--- config.mk ---
export PLATFORM = sky130hd
export DESIGN_NAME = gate_array_pipe
export DESIGN_NICKNAME = d
export VERILOG_FILES = /design/src/rtl/gate_array_pipe.sv
export SDC_FILE = /design/constraint.sdc
export NUM_CORES = 1
export LEC_CHECK = 0
export BUFFER_PORTS_ARGS = -buffer_cell sky130_fd_sc_hd__buf_2
export CORE_MARGIN = 5
export CORE_UTILIZATION = 52
export CTS_BUF_LIST = sky130_fd_sc_hd__clkbuf_4
export DETAILED_ROUTE_END_ITERATION = 8
export MAX_ROUTING_LAYER = met4
export PLACE_DENSITY = 0.76
export SYNTH_ARGS = -nofsm -noshare
export SYNTH_HDL_FRONTEND = slang
export SYNTH_SLANG_ARGS = --single-unit
--- constraint.sdc ---
create_clock -name clk -period 2.4 [get_ports clk]
set_clock_uncertainty 0.05 [all_clocks]
set_input_delay 0.36 -clock clk [delete_from_list [all_inputs] [get_ports clk]]
set_output_delay 0.36 -clock clk [all_outputs]
set_load 0.02 [all_outputs]
--- src/rtl/gate_array_pipe.sv ---
// Two-stage registered bitwise logic unit (8 selectable ops) with valid/ready on both sides.
// Define GATES_POPCOUNT_EN to add the registered out_cnt popcount output.
module gate_array_pipe #(
  parameter int WIDTH = 8
) (
  input  logic             clk,
  input  logic             rst_n,
  input  logic             in_valid,
  output logic             in_ready,
  input  logic [WIDTH-1:0] in_a,
  input  logic [WIDTH-1:0] in_b,
  input  logic [2:0]       in_op,
  output logic             out_valid,
  input  logic             out_ready,
  output logic [WIDTH-1:0] out_y,
  output logic             out_zero,
  output logic             out_ones,
  output logic             out_par,
  output logic [2:0]       out_op
`ifdef GATES_POPCOUNT_EN
  ,
  output logic [$clog2(WIDTH+1)-1:0] out_cnt
`endif
);

  function automatic logic [WIDTH-1:0] gate_eval(input logic [WIDTH-1:0] a,
                                                 input logic [WIDTH-1:0] b,
                                                 input logic [2:0]       op);
    logic [WIDTH-1:0] r;
    case (op)
      3'd0: r = a & b;
      3'd1: r = a | b;
      3'd2: r = ~a;
      3'd3: r = ~(a & b);
      3'd4: r = ~(a | b);
      3'd5: r = a ^ b;
      3'd6: r = ~(a ^ b);
      3'd7: r = b;
    endcase
    return r;
  endfunction

`ifdef GATES_POPCOUNT_EN
  localparam int CNT_W = $clog2(WIDTH + 1);

  function automatic logic [CNT_W-1:0] popcnt(input logic [WIDTH-1:0] v);
    logic [CNT_W-1:0] c;
    c = '0;
    for (int i = 0; i < WIDTH; i++) c = c + CNT_W'(v[i]);
    return c;
  endfunction
`endif

  logic             s1_valid_q;
  logic [WIDTH-1:0] s1_a_q, s1_b_q;
  logic [2:0]       s1_op_q;

  logic             s2_valid_q;
  logic [WIDTH-1:0] s2_y_q;
  logic             s2_zero_q, s2_ones_q, s2_par_q;
  logic [2:0]       s2_op_q;

  logic             s2_adv, s1_adv, accept;
  logic [WIDTH-1:0] res_d;
  logic             zero_d, ones_d, par_d;

  // Handshake: in_ready depends only on pipeline state and out_ready
  assign s2_adv   = !s2_valid_q || out_ready;
  assign s1_adv   = s1_valid_q && s2_adv;
  assign in_ready = !s1_valid_q || s2_adv;
  assign accept   = in_valid && in_ready;

  // ---- Stage S1: operand capture
  always_ff @(posedge clk) begin
    if (!rst_n) begin
      s1_valid_q <= 1'b0;
    end else if (accept) begin
      s1_valid_q <= 1'b1;
    end else if (s1_adv) begin
      s1_valid_q <= 1'b0;
    end
  end

  always_ff @(posedge clk) begin
    if (accept) begin
      s1_a_q  <= in_a;
      s1_b_q  <= in_b;
      s1_op_q <= in_op;
    end
  end

  // Flags come from the S2-bound result so they register alongside it
  assign res_d  = gate_eval(s1_a_q, s1_b_q, s1_op_q);
  assign zero_d = ~|res_d;
  assign ones_d = &res_d;
  assign par_d  = ^res_d;

  // ---- Stage S2: result, flags and op register
  always_ff @(posedge clk) begin
    if (!rst_n) begin
      s2_valid_q <= 1'b0;
      s2_y_q     <= '0;
      s2_zero_q  <= 1'b1;
      s2_ones_q  <= 1'b0;
      s2_par_q   <= 1'b0;
      s2_op_q    <= 3'd0;
    end else if (s2_adv) begin
      s2_valid_q <= s1_valid_q;
      if (s1_valid_q) begin
        s2_y_q    <= res_d;
        s2_zero_q <= zero_d;
        s2_ones_q <= ones_d;
        s2_par_q  <= par_d;
        s2_op_q   <= s1_op_q;
      end
    end
  end

`ifdef GATES_POPCOUNT_EN
  logic [CNT_W-1:0] s2_cnt_q;

  always_ff @(posedge clk) begin
    if (!rst_n) begin
      s2_cnt_q <= '0;
    end else if (s2_adv && s1_valid_q) begin
      s2_cnt_q <= popcnt(res_d);
    end
  end

  assign out_cnt = s2_cnt_q;
`endif

  assign out_valid = s2_valid_q;
  assign out_y     = s2_y_q;
  assign out_zero  = s2_zero_q;
  assign out_ones  = s2_ones_q;
  assign out_par   = s2_par_q;
  assign out_op    = s2_op_q;

endmodule
==> reports/qor.yml <==
outcome:
  status: "completed"
setup_path:
  critPathMaxFanout: 2
  critPathBufInv: 3
  worstPathCellList: "inv_2, ha_4, mux2_4, a221o_1, a21oi_2, buf_4, buf_4, ha_1, and4_1, nand2_1, a21oi_1"
  r2r_start: "s1_a_q[2]"
  crit_slowest_cell: "edfxtp_1"
  critPathRequiredTime_ns: 2.64
  crit_type: "reg2reg"
  end_kind: "flop"
  critical_path.max_stage_delay_ns: 0.43
  startpoint: "s1_a_q[2]"
  critPathMostFrequentCell: "buf_4"
  cp_top_family: "compound AO/OA/AOI/OAI gates"
  arrival_ns: 2.62
  start_kind: "flop"
  reg2reg_slack_ns: 0.01
clocking:
  clk_pin_slew_worst_paths_ns: 0.11
  cts_root_buffer: "clkbuf_4"
  numCtsBuffers: 5
  htree_levels: 2
  cts_tree: "done"
  cts_sinks: 35
  clock_path_buffers: 2
  insertion_delay_ns: 0.35
floorplan:
  start_util_pct: 54.7
  die_h_um: 75.5
  core_area_um2: 4090
  ios: 39
  die_w_um: 75.5
  num_rows: 23
  dieArea_um2: 5710
global_routing:
  grt_pass1_wl_um: 7840
  grt_max_degree: 34
  antenna_found_initial: 0
  grt-ovfl-total: 0
  grtUsageTotal_pct: 18.7
  grt_pass1_vias: 1809
drt:
  drc: 0
  detail_route.vias_per_cell: 5.40
  wl_um: 4600
  vias: 1797
  routedWlPerCell_um: 13.8
  drtIter0Drc: 58
  ant_nets: 0
  drtPass1Iterations: 4
yosys:
  synth_fa_ha_area_share_pct: 13.4
  synth_xor_area_share_pct: 1.18
  dominantRegCellSynth: "edfxtp_1"
  synth_compound_area_share_pct: 14.6
  yosys.area_share.simple_pct: 16.0
  yosysTopAreaCell: "edfxtp_1"
  synth_seq_cells: 35
  ys_warn_count: 0
  syn_area_um2: 2230
  synth_area_leaders: "edfxtp_1, dfxtp_1, ha_1"
  synth_edf_count: 19
  async_reset_ff_share_pct: 0
  syn_nets: 271
  synth_top_area_share_pct: 25.5
  synth_top_family_by_area: "simple AND/OR/NAND/NOR gates"
  ys_types: 37
  synthCells: 224
  synth_seq_area_share_pct: 39.9
  synthMuxAreaShare_pct: 7.06
  avgSynthCellArea_um2: 9.97
timing:
  slew_viol_final: 0
  post-route-period-util_pct: 99.4
  setup_total_negative_slack_ns: 0
  worstMarginPinSlew_ns: 0.865
  fmax_mhz: 419
  setup_violations: 0
  layout_setup_ws_ns: 0.0133
  relSlewSlack_pct: 42.3
  rsz0062_at_grt: "yes"
  hold_ws_ns: 0.122
  hold_viol_final: 0
  period_needed_ns: 2.39
place:
  preCtsSetupSlack_ns: -0.0894
  gp_congestion: 0.835
  dp.cells: 319
  hpwl_um: 3300
  io_buffers: 38
cells_and_area:
  antennaDiodeCount: 0
  drive_above_1_share_pct: 35.7
  num-nets-final: 329
  stdcell_count: 333
  syn_to_final_growth_pct: 23.9
run:
  drv_cap: 0
power_and_ir_drop:
  irDropWorstVdd_mv: 0.392
  leakage_nw: 1.23
  total_power_mw: 1.56
  pwr_density_cell_nw_per_um2: 564
worst_hold_path:
  min_from: "in_a[3]"
  worst_hold_path_type: "in2reg"
cells in the mapped netlist (3+ instances only):
cell type   n
a221o_1     3
buf_2       3
o32ai_1     6
nor3_1      3
ha_1       24
inv_1      22
nor2_1      7
o21ai_1     3
a31oi_1     3
a21oi_1    11
a22o_1      3
nor4b_1     3
a32o_1      4
nor2b_1     8
nand2b_1    9
dfxtp_1    16
a21oi_2     3
mux2_4      3
buf_6       4
nand2_1    26
xnor2_1     3
edfxtp_1   19
buf_4       3
and2_1      3
nand3_1     6
mux2_2     10
cell usage in the layout, fill, tap and decap left out, types with 3 or more instances in the layout:
master,netlist,routed
buf_4,3,23
a21oi_1,11,10
clkbuf_4,0,5
a32o_1,4,4
a31oi_1,3,3
inv_1,22,17
ha_4,0,5
dfxtp_1,16,16
inv_2,0,6
mux2_2,10,10
and2_1,3,3
ha_1,24,19
buf_2,3,38
a21oi_2,3,4
nand2b_1,9,9
nand2_1,26,26
nor2b_1,8,8
nor2_1,7,7
nor3_1,3,3
nor4b_1,3,3
a221o_1,3,3
o21ai_1,3,3
edfxtp_1,19,19
o32ai_1,6,6
a22o_1,3,3
mux2_4,3,3
nand3_1,6,6
per-layer routing:
| layer | global-route usage (%) | wire length [um] |
|---|---|---|
| met1 | 21.4 | 2010 |
| met2 | 31.1 | 2290 |
| met3 | 4.88 | 213 |
| met4 | 7.38 | 82 |
| met5 | - | 0 |
final cells by class:
class	instances	area, um2
Multi-Input combinational cell	154	1250
Fill cell	323	1320
Inverter	23	86.3
Clock buffer	5	37.5
Clock inverter	3	38.8
Timing Repair Buffer	63	403
Sequential cell	35	891
Tap cell	50	62.6
where the power goes:
part	total [mW]	switching [mW]	leakage, nW	internal, mW
clock	0.428	0.214	0.0453	0.215
sequential	0.692	0.0225	0.317	0.670
combinational	0.438	0.212	0.872	0.226
total	1.56	0.448	1.23	1.11
stage by stage:
stage | instance area (um2) | util (%)
5_1_grt | 2770 | 67.7
3_3_place_gp | 2560 | 62.7
2_1_floorplan | 2230 | -
3_5_place_dp | 2560 | 62.7
4_1_cts | 2710 | 66.3
6_report | 2770 | 67.7
logic make-up after synthesis:
logic type | after synthesis
XOR/XNOR | 3
multiplexers | 13
flip-flops | 35
adder cells (fa/ha/maj) | 24
AO/OA/AOI/OAI | 44
buffers and inverters | 35
AND/OR/NAND/NOR | 70
registers in the layout, indices dropped and copies added (netlist names):
signal,count
out_par,1
out_y,8
out_op,3
out_ones,1
out_valid,1
s1_valid_q,1
out_zero,1
s1_a_q,8
s1_op_q,3
s1_b_q,8
worst register-to-register path, stage by stage, from the launching register on:
cell	delay, ns
edfxtp_1	0.43
inv_2	0.10
ha_4	0.20
mux2_4	0.26
a221o_1	0.33
a21oi_2	0.19
buf_4	0.14
buf_4	0.10
ha_1	0.14
and4_1	0.19
nand2_1	0.05
a21oi_1	0.14
worst paths after layout:
check | endpoint | cells past startpoint
max | out_ones | 11
min reg2reg | out_y[7] | 2
min | s1_a_q[3] | 1
max reg2reg | out_ones | 11
repair_timing:
item | in CTS | in global routing
hold buffers | 0 | 0
resized for setup | 4 | 9
pin swaps | 1 | 7
endpoints found under the setup margin | 1 | 2
setup buffers | 4 | 2
No activity file was read; power rests on OpenSTA's default activity.
